`src/rtl/load_store_unit_if.sv`:
```
// Request, response and data-memory signals between the ARM datapath,
// the load/store sequencer and the word-addressed data memory.
interface load_store_unit_if;
    logic        Req;
    logic        Write;
    logic [1:0]  Size;
    logic        Signed;
    logic [31:0] Addr;
    logic [31:0] WData;
    logic        Ready;
    logic        Done;
    logic        Fault;
    logic [31:0] RData;
    logic [31:0] MemA;
    logic [31:0] MemWD;
    logic        MemWE;
    logic [31:0] MemRD;

    modport master (
        output Req, Write, Size, Signed, Addr, WData, MemRD,
        input  Ready, Done, Fault, RData, MemA, MemWD, MemWE
    );

    modport slave (
        input  Req, Write, Size, Signed, Addr, WData, MemRD,
        output Ready, Done, Fault, RData, MemA, MemWD, MemWE
    );
endinterface

```
`src/rtl/load_store_unit.sv`:
```
// Load/store sequencer: byte/halfword/word access with sign or zero extension,
// sub-word stores by read-modify-write, misaligned/out-of-range rejection.
module load_store_unit #(
    parameter int unsigned Depth = 128
) (
    input logic              Clk,
    input logic              Rst_n,
    load_store_unit_if.slave bus
);
    typedef enum logic [1:0] {IDLE, LOAD, MERGE, WRITE} state_t;

    state_t      state, state_d;
    logic [1:0]  lane_q;
    logic [1:0]  size_q;
    logic        sgn_q;
    logic [15:0] wdata_q;
    logic [31:0] mema_q;
    logic [31:0] memwd_q;
    logic [31:0] rdata_q;
    logic        done_q;
    logic        fault_q;

    logic        accept;
    logic        bad_req;
    logic [7:0]  rd_byte;
    logic [15:0] rd_half;
    logic [31:0] load_val;
    logic [31:0] merge_val;

    assign accept = bus.Req && (state == IDLE);

    always_comb begin
        bad_req = 1'b0;
        case (bus.Size)
            2'b01:   bad_req = bus.Addr[0];
            2'b10:   bad_req = (bus.Addr[1:0] != 2'b00);
            2'b11:   bad_req = 1'b1;
            default: bad_req = 1'b0;
        endcase
        if ({2'b00, bus.Addr[31:2]} >= Depth)
            bad_req = 1'b1;
    end

    always_ff @(posedge Clk or negedge Rst_n) begin
        if (!Rst_n)
            state <= IDLE;
        else
            state <= state_d;
    end

    always_comb begin
        state_d = state;
        case (state)
            IDLE: begin
                if (accept && !bad_req) begin
                    if (!bus.Write)
                        state_d = LOAD;
                    else if (bus.Size == 2'b10)
                        state_d = WRITE;
                    else
                        state_d = MERGE;
                end
            end
            LOAD:    state_d = IDLE;
            MERGE:   state_d = WRITE;
            WRITE:   state_d = IDLE;
            default: state_d = IDLE;
        endcase
    end

    // Little-endian lane extraction and extension for loads.
    always_comb begin
        rd_byte  = bus.MemRD[{lane_q, 3'b000} +: 8];
        rd_half  = bus.MemRD[{lane_q[1], 4'b0000} +: 16];
        load_val = bus.MemRD;
        case (size_q)
            2'b00:   load_val = {{24{sgn_q & rd_byte[7]}}, rd_byte};
            2'b01:   load_val = {{16{sgn_q & rd_half[15]}}, rd_half};
            default: load_val = bus.MemRD;
        endcase
    end

    always_comb begin
        merge_val = bus.MemRD;
        if (size_q == 2'b00)
            merge_val[{lane_q, 3'b000} +: 8] = wdata_q[7:0];
        else
            merge_val[{lane_q[1], 4'b0000} +: 16] = wdata_q;
    end

    always_ff @(posedge Clk or negedge Rst_n) begin
        if (!Rst_n) begin
            lane_q  <= '0;
            size_q  <= '0;
            sgn_q   <= 1'b0;
            wdata_q <= '0;
            mema_q  <= '0;
            memwd_q <= '0;
            rdata_q <= '0;
            done_q  <= 1'b0;
            fault_q <= 1'b0;
        end else begin
            done_q  <= 1'b0;
            fault_q <= 1'b0;
            if (accept) begin
                if (bad_req) begin
                    done_q  <= 1'b1;
                    fault_q <= 1'b1;
                end else begin
                    lane_q  <= bus.Addr[1:0];
                    size_q  <= bus.Size;
                    sgn_q   <= bus.Signed;
                    wdata_q <= bus.WData[15:0];
                    mema_q  <= {bus.Addr[31:2], 2'b00};
                    // Word stores skip MERGE, so their write data is loaded here.
                    if (bus.Write && bus.Size == 2'b10)
                        memwd_q <= bus.WData;
                end
            end
            case (state)
                LOAD: begin
                    rdata_q <= load_val;
                    done_q  <= 1'b1;
                end
                MERGE:   memwd_q <= merge_val;
                WRITE:   done_q  <= 1'b1;
                default: ;
            endcase
        end
    end

    assign bus.Ready = (state == IDLE);
    assign bus.MemWE = (state == WRITE);
    assign bus.Done  = done_q;
    assign bus.Fault = fault_q;
    assign bus.RData = rdata_q;
    assign bus.MemA  = mema_q;
    assign bus.MemWD = memwd_q;
endmodule

```
`src/flat_wrapper.sv`:
```
// flat-port wrapper written by rule: the top's interface ports become plain ports
module load_store_unit_flat 
#(
    parameter int unsigned Depth = 128
)
  (Clk, Rst_n, bus_Req, bus_Write, bus_Size, bus_Signed, bus_Addr, bus_WData, bus_MemRD, bus_Ready, bus_Done, bus_Fault, bus_RData, bus_MemA, bus_MemWD, bus_MemWE);
  load_store_unit_if bus_i ();
  input logic Clk;
  input logic Rst_n;
  input wire logic [$bits(bus_i.Req)-1:0] bus_Req;
  input wire logic [$bits(bus_i.Write)-1:0] bus_Write;
  input wire logic [$bits(bus_i.Size)-1:0] bus_Size;
  input wire logic [$bits(bus_i.Signed)-1:0] bus_Signed;
  input wire logic [$bits(bus_i.Addr)-1:0] bus_Addr;
  input wire logic [$bits(bus_i.WData)-1:0] bus_WData;
  input wire logic [$bits(bus_i.MemRD)-1:0] bus_MemRD;
  output wire logic [$bits(bus_i.Ready)-1:0] bus_Ready;
  output wire logic [$bits(bus_i.Done)-1:0] bus_Done;
  output wire logic [$bits(bus_i.Fault)-1:0] bus_Fault;
  output wire logic [$bits(bus_i.RData)-1:0] bus_RData;
  output wire logic [$bits(bus_i.MemA)-1:0] bus_MemA;
  output wire logic [$bits(bus_i.MemWD)-1:0] bus_MemWD;
  output wire logic [$bits(bus_i.MemWE)-1:0] bus_MemWE;
  assign bus_i.Req = bus_Req;
  assign bus_i.Write = bus_Write;
  assign bus_i.Size = bus_Size;
  assign bus_i.Signed = bus_Signed;
  assign bus_i.Addr = bus_Addr;
  assign bus_i.WData = bus_WData;
  assign bus_i.MemRD = bus_MemRD;
  assign bus_Ready = bus_i.Ready;
  assign bus_Done = bus_i.Done;
  assign bus_Fault = bus_i.Fault;
  assign bus_RData = bus_i.RData;
  assign bus_MemA = bus_i.MemA;
  assign bus_MemWD = bus_i.MemWD;
  assign bus_MemWE = bus_i.MemWE;
  load_store_unit #(.Depth(Depth)) u_core (.Clk(Clk), .Rst_n(Rst_n), .bus(bus_i));
endmodule
```
`config.mk`:
```
export PLATFORM = sky130hd
export DESIGN_NAME = load_store_unit_flat
export DESIGN_NICKNAME = d
export VERILOG_FILES = /design/src/rtl/load_store_unit_if.sv /design/src/rtl/load_store_unit.sv /design/src/flat_wrapper.sv
export SDC_FILE = /design/constraint.sdc
export NUM_CORES = 1
export LEC_CHECK = 0
export ABC_AREA = 1
export CAP_MARGIN = 20
export CORE_MARGIN = 2
export CORE_UTILIZATION = 40
export CTS_BUF_LIST = sky130_fd_sc_hd__clkbuf_4
export CTS_CLUSTER_DIAMETER = 200
export DETAILED_ROUTE_END_ITERATION = 10
export PLACE_DENSITY = 0.79
export SLEW_MARGIN = 20
export SYNTH_ARGS = -nofsm -noshare
export SYNTH_HDL_FRONTEND = slang
export SYNTH_SLANG_ARGS = --single-unit
export TNS_END_PERCENT = 50
```
`constraint.sdc`:
```
create_clock -name Clk -period 2.4 [get_ports Clk]
set_input_delay 0.24 -clock Clk [delete_from_list [all_inputs] [get_ports Clk]]
set_output_delay 0.24 -clock Clk [all_outputs]
set_load 0.03 [all_outputs]
```
# Word-level counts from Yosys, hierarchy flattened
# Index checks and enable logic that the tools add are counted.
[word_totals]
regBits = 119
in_bits = 103
out_inout_bits = 100
word_cells = 60
[op_classes]
add_sub_neg = 2
magnitude_cmp = 1
eq_ne = 9
shifts = 6
n_mux = 17
n_bitwise = 3
n_reduce_logical = 12
[ops]
columns = ["op", "n"]
rows = [
  ["2-to-1 mux 32 bit", 5],
  ["bitwise mux 32 bit", 2],
  ["one-hot mux 32 bit (2 select lines)", 1],
  ["variable shift 16 x 7 -> 32 bit (first input constant)", 1],
  ["variable shift 8 x 7 -> 32 bit (first input constant)", 1],
  ["indexed part select 16 x 7 -> 32 bit", 1],
  ["indexed part select 32 x 6 -> 16 bit", 1],
  ["indexed part select 32 x 6 -> 8 bit", 1],
  ["indexed part select 8 x 7 -> 32 bit", 1],
  ["greater-or-equal comparator 30 x 8 -> 1 bit (second input constant)", 1],
  ["negator 5 -> 7 bit", 2],
  ["== test 2 bit (second input constant)", 4],
  ["== test 2 x 1 -> 1 bit (second input constant)", 3],
  ["one-hot mux 2 bit (3 select lines)", 1],
  ["nonzero test 2 bit", 3],
  ["2-to-1 mux 1 bit", 5],
  ["logical NOT 2 bit", 2],
  ["2-to-1 mux 2 bit", 2],
  ["logical AND 1 bit", 3],
  ["one-hot mux 1 bit (3 select lines)", 1],
  ["AND reduction 3 bit", 1],
  ["AND 1 bit", 2],
  ["inequality test 2 x 1 -> 1 bit (second input constant)", 1],
  ["inequality test 2 bit (second input constant)", 1],
  ["4 further kinds", 4],
]

# Longest topological paths before layout
# Gate-level depths: netlist (run 1).
[depth]
ltp_word = 7
mapped_depth = 13
mapped_depth_nobuf = 11

# Worst setup path before layout (run 1)
# No wires, ideal clock.
[synth_timing]
path_kind = "register -> register"
from = "register u_core.lane_q[1]"
to = "register u_core.memwd_q[6] (netlist: u_core.bus.MemWD[6])"
setup_time_ns = 0.066
t_arrival_ns = 1.896
path_slack_ns = 0.438
path_stages_with_launch = 11
n_path_buf = 1
synth_period_minus_slack_ns = 1.962
path_cell_list = "dfrtp_1 inv_1 buf_1 ha_1 nor2_1 nand3_1 nand2_1 nand3_1 nand2_1 nand4_1 nand2_1"
[synth_via]
elab_chain_len = 5
[synth_lines]
columns = ["element", "line", "rtl"]
rows = [
  ["from (decl)", "load_store_unit.sv:13", "logic [1:0] lane_q;"],
  ["from (signal assigned)", "load_store_unit.sv:110", "lane_q <= bus.Addr[1:0];"],
  ["negator 5 -> 7 bit (on tied branches)", "load_store_unit.sv:88, load_store_unit.sv:86", ""],
  ["indexed part select 16 x 7 -> 32 bit, or another cell as far along", "load_store_unit.sv:88", "merge_val[{lane_q[1], 4'b0000} +: 16] = wdata_q;"],
  ["bitwise mux 32 bit (on tied branches)", "load_store_unit.sv:88, load_store_unit.sv:86", ""],
  ["2-to-1 mux 32 bit *", "load_store_unit.sv:85", "if (size_q == 2'b00)"],
  ["2-to-1 mux 32 bit *", "load_store_unit.sv:120", "case (state)"],
  ["to (signal assigned)", "load_store_unit.sv:117", "memwd_q <= bus.WData;"],
  ["to (signal assigned)", "load_store_unit.sv:125", "MERGE: memwd_q <= merge_val;"],
  ["to (decl)", "load_store_unit.sv:18", "logic [31:0] memwd_q;"],
]
# Every way passes the cells marked *; elsewhere a longest branch is shown, timed or not.
# A chain may end at the register's enable or synchronous reset.

# Worst setup path in the final report (run 1)
[layout_timing]
from = "register u_core.state[1]"
to = "output bus_Ready"
[layout_via]
elab_chain_len = 1
[layout_lines]
columns = ["element", "line", "rtl"]
rows = [
  ["from (decl)", "load_store_unit.sv:12", "state_t state, state_d;"],
  ["from (signal assigned)", "load_store_unit.sv:48", "state <= state_d;"],
  ["logical NOT 2 bit", "load_store_unit.sv:132", "assign bus.Ready = (state == IDLE);"],
  ["to (decl)", "flat_wrapper.sv:17", "output wire logic [$bits(bus_i.Ready)-1:0] bus_Ready;"],
]
# Every way passes these cells.

==> run summary, run 1 <==
The run finished with clean final reports. Sorting the synthesized cells by area gives the leading types as sky130_fd_sc_hd__dfrtp_1 (42%), sky130_fd_sc_hd__nand2_1 (22%), sky130_fd_sc_hd__nand3_1 (6.6%). The area share of and/or/nand/nor cells after synthesis came out at 0.376.

The tools report the buffer levels on the longest clock path as 2. Root buffer cell: sky130_fd_sc_hd__clkbuf_4. The highest ir drop seen on vdd was 0.253 mV; the sequential cell area fraction in the yosys report was 0.415. At the later pin of the worst-skew pair, clock insertion delay measures 550 ps. The floorplan step defined a core boundary enclosing 0.0174 mm2.

The run gives 1705 as the number of inserted filler cells in the final layout. The tools report the number of nets in the layout as 1351. Summed over all layers, the routed wires come to 24300 um. Summing all flip-flop and latch instances after layout gives 0.00298 mm2.

Classification of the worst-slack hold path: in2async. The top cell types in the final layout, fill and taps aside, are sky130_fd_sc_hd__nand2_1 (419), sky130_fd_sc_hd__clkdlybuf4s50_1 (199), sky130_fd_sc_hd__dfrtp_1 (119). The largest fanout on the critical path was 4.

By area, the combinational part of the netlist is dominated by simple AND/OR/NAND/NOR gates. The final number of hold-violating endpoints was 0; the required time of the critical path was 2160 ps. Traced cell by cell, the critical path runs through nor2_1 -> clkdlybuf4s50_1. The proportion of netlist area held by the largest area contributor is 0.415, and the signed area change from the synthesized netlist to the final layout is 34.3%.

The count of buffers added on input and output ports is 200. Setup repair after global routing left no endpoint under its margin. The worst setup path is launched from a flip-flop. Entering global routing, the biggest net connects 67 pins. The critical path in this run is classified as reg2out. For the remaining design rule violation count, the log shows 0. The flip-flop and latch count after synthesis is 119, and the shortest period the worst path allows is 2130 ps. The count of vias placed by the detailed router is 7614, and the synthesized-area fraction occupied by xor and xnor cells is 0.

The initial cell density of the core came out at 0.412. Compound-gate portion of the synthesized area: 0.0937. The HPWL after detailed placement was 17500 um. The CTS H-tree depth is 4, and the share of synthesized cell area in full adder, half adder and majority cells is 0.00872. The arrival time at the worst endpoint is 1890 ps.

The cell area that synthesis handed to floorplanning was 0.00717 mm2. Leaving out fill and tap cells, the most frequent cell in the layout is sky130_fd_sc_hd__nand2_1. The multiplexer share of the synthesized area works out to 0.

The logs give 0 for the number of instances resized during post-cts repair and 0.961 for the routability-driven placement congestion ratio. The slowest stage cell on the critical path was sky130_fd_sc_hd__clkdlybuf4s50_1. The mean cell area of the mapped netlist is 6.71 um2, and the DRC violation total after the first TritonRoute iteration is 706.

The tools report the via count of the first global-routing pass as 7159. The cell taking the most area after synthesis is sky130_fd_sc_hd__dfrtp_1. In the final layout, the multi-input gates occupy 0.00344 mm2. After clock tree synthesis, the clock-pin slew on the worst setup and hold paths is 120 ps. The aggregate negative setup slack was 0 ps; the routed length per instance was 16.4 um. On the final layout, the worst clock skew is 15.0 ps. Aggregate global routing overflow: 0. STA classifies the critical path endpoint as an output port.

The global-route total usage across every layer came out at 0.262. Across the run, the number of max-cap violations was 0. Synthesis produced 1069 cells. The tools report the relative max-transition margin as 0.561. Excluding fillers, the count of instances in the completed layout stands at 1482. The average vias per placed instance is 5.14. The number of top-level pins was 203; the first-pass GRT wire length was 38100 um. The measured slew at the worst slew-check pin came out at 656 ps. In this design, the largest share of critical-path delay is due to buffers and inverters. The worst stage delay on the critical path works out to 710 ps. The x dimension of the die is 138 um, and the count of different cell masters after synthesis is 31. The number of antenna violations at the first check in global routing is 1.

Die span in y: 138 um. The number of sinks on the clock net was 119; the remaining antenna violation count was 0. The leakage component of the power is 0.00504 uW.

Setup violations remaining at the end of the flow were counted as 0. The share of cells above drive strength 1 is 0.0573. The achievable clock frequency was 0.468 GHz. The area enclosed by the die boundary was 0.0190 mm2.

The sum of buffers and inverters on the critical path was 1; the number of warning messages in the yosys log was 0. The number of placed instances, taps included, is 1448. In this run the core area contains 48 standard-cell rows.

TritonCTS built the clock tree. Dividing total power by cell area gives a power density of 422 mW/mm2. The number of slew-limit violations in the final report is 0.

The portion of the clock cycle consumed by the worst path in the final layout works out to 0.889. TritonCTS created 17 clock buffers. For this run, the detailed router's first-pass iteration total came to 5.
## per-layer routing
layer | track usage | up-vias | part of all wire
met2 | 0.421 | 346 | 0.46
met1 | 0.335 | 3511 | 0.41
met5 | 0 | - | 0
li1 | - | 3703 | -
met3 | 0.0647 | 54 | 0.090
met4 | 0.117 | 0 | 0.037
## stage by stage
stage	cell area, um2	worst slack, ps	total power, uW	hold slack (ps)	utilization
2_1_floorplan	7180	438	2160	-55.6	-
3_3_place_gp	9310	318	2450	194	0.534
3_5_place_dp	9310	326	2450	199	0.534
4_1_cts	9630	214	4100	125	0.553
5_1_grt	9630	150	4210	155	0.553
6_report	9630	265	4060	152	0.553
## cell families (layout without fill, tap and decap cells)
group	Yosys count	count (layout)
simple gates	652	652
fa+ha+maj	5	5
compound gates	114	114
flops	119	119
buf+inv	178	364
other cells	1	3
## power by group
group | switching [uW] | internal (uW) | leakage (uW)
clock network | 831 | 812 | 0.000164
registers | 0.376 | 2010 | 0.00148
logic | 212 | 200 | 0.00340
## cells in the mapped netlist
master,number
sky130_fd_sc_hd__a21boi_0,7
sky130_fd_sc_hd__a21oi_1,48
sky130_fd_sc_hd__a21oi_2,10
sky130_fd_sc_hd__a22oi_1,1
sky130_fd_sc_hd__a31oi_1,1
sky130_fd_sc_hd__a41oi_1,1
sky130_fd_sc_hd__buf_1,5
sky130_fd_sc_hd__buf_2,38
sky130_fd_sc_hd__buf_4,5
sky130_fd_sc_hd__buf_6,3
sky130_fd_sc_hd__clkbuf_1,14
sky130_fd_sc_hd__conb_1,1
sky130_fd_sc_hd__dfrtp_1,119
sky130_fd_sc_hd__ha_1,5
sky130_fd_sc_hd__inv_1,106
sky130_fd_sc_hd__inv_2,6
sky130_fd_sc_hd__inv_6,1
sky130_fd_sc_hd__nand2_1,419
sky130_fd_sc_hd__nand2_4,1
sky130_fd_sc_hd__nand3_1,94
sky130_fd_sc_hd__nand3_2,1
sky130_fd_sc_hd__nand3_4,1
sky130_fd_sc_hd__nand3b_1,1
sky130_fd_sc_hd__nand4_1,32
sky130_fd_sc_hd__nor2_1,100
sky130_fd_sc_hd__nor2_2,1
sky130_fd_sc_hd__nor2_4,2
sky130_fd_sc_hd__o211ai_1,14
sky130_fd_sc_hd__o21ai_0,26
sky130_fd_sc_hd__o21ai_1,5
sky130_fd_sc_hd__o21ai_2,1
## area by class of cell
class                   instances  share of cell area
multi-input cells             773               0.357
flip-flops and latches        119               0.309
repair buffers                219               0.228
inverters                     113              0.0446
well taps                     225              0.0292
clock inverters                15              0.0191
clock buffers                  17              0.0132
diodes                          1            0.000260
## state kept, by name, summed over array words and instances (netlist names)
signal / count
u_core.bus.MemA: 30
u_core.sgn_q: 1
u_core.state: 2
u_core.bus.RData: 32
u_core.bus.Done: 1
u_core.size_q: 2
u_core.bus.Fault: 1
u_core.lane_q: 2
u_core.wdata_q: 16
u_core.bus.MemWD: 32
## path summary, 6_finish.rpt
kind / end / from / slack [ps] / depth (start not counted)
worst max-delay path: bus_Ready / u_core.state[1] / 270 / 2
worst min-delay path: u_core.bus.RData[20] / Rst_n / 150 / 2
worst max register to register: u_core.bus.MemWD[0] / u_core.lane_q[0] / 390 / 9
worst min register to register: u_core.bus.RData[8] / u_core.bus.RData[8] / 490 / 2
max in group asynchronous: u_core.lane_q[0] / Rst_n / 1510 / 3
min in group Clk: u_core.bus.MemA[2] / bus_Addr[2] / 210 / 3
## what timing repair did
item	4_1_cts	5_1_grt
setup buffers	0	0
hold buffers	1	0
setup endpoints to repair	0	0
hold endpoints to repair	29	0
No activity file was read; power rests on OpenSTA's default activity.
==> run 2, diff against run 1 <==
- CTS_CLUSTER_SIZE: not set -> 8
==> results of run 2 <==
No change in the layout: final DEF, timing and power equal those of run 1.
==> run 3, diff against run 2 <==
- HOLD_SLACK_MARGIN: not set -> 0.03
==> results of run 3 <==
No change in the layout: final DEF, timing and power equal those of run 1.
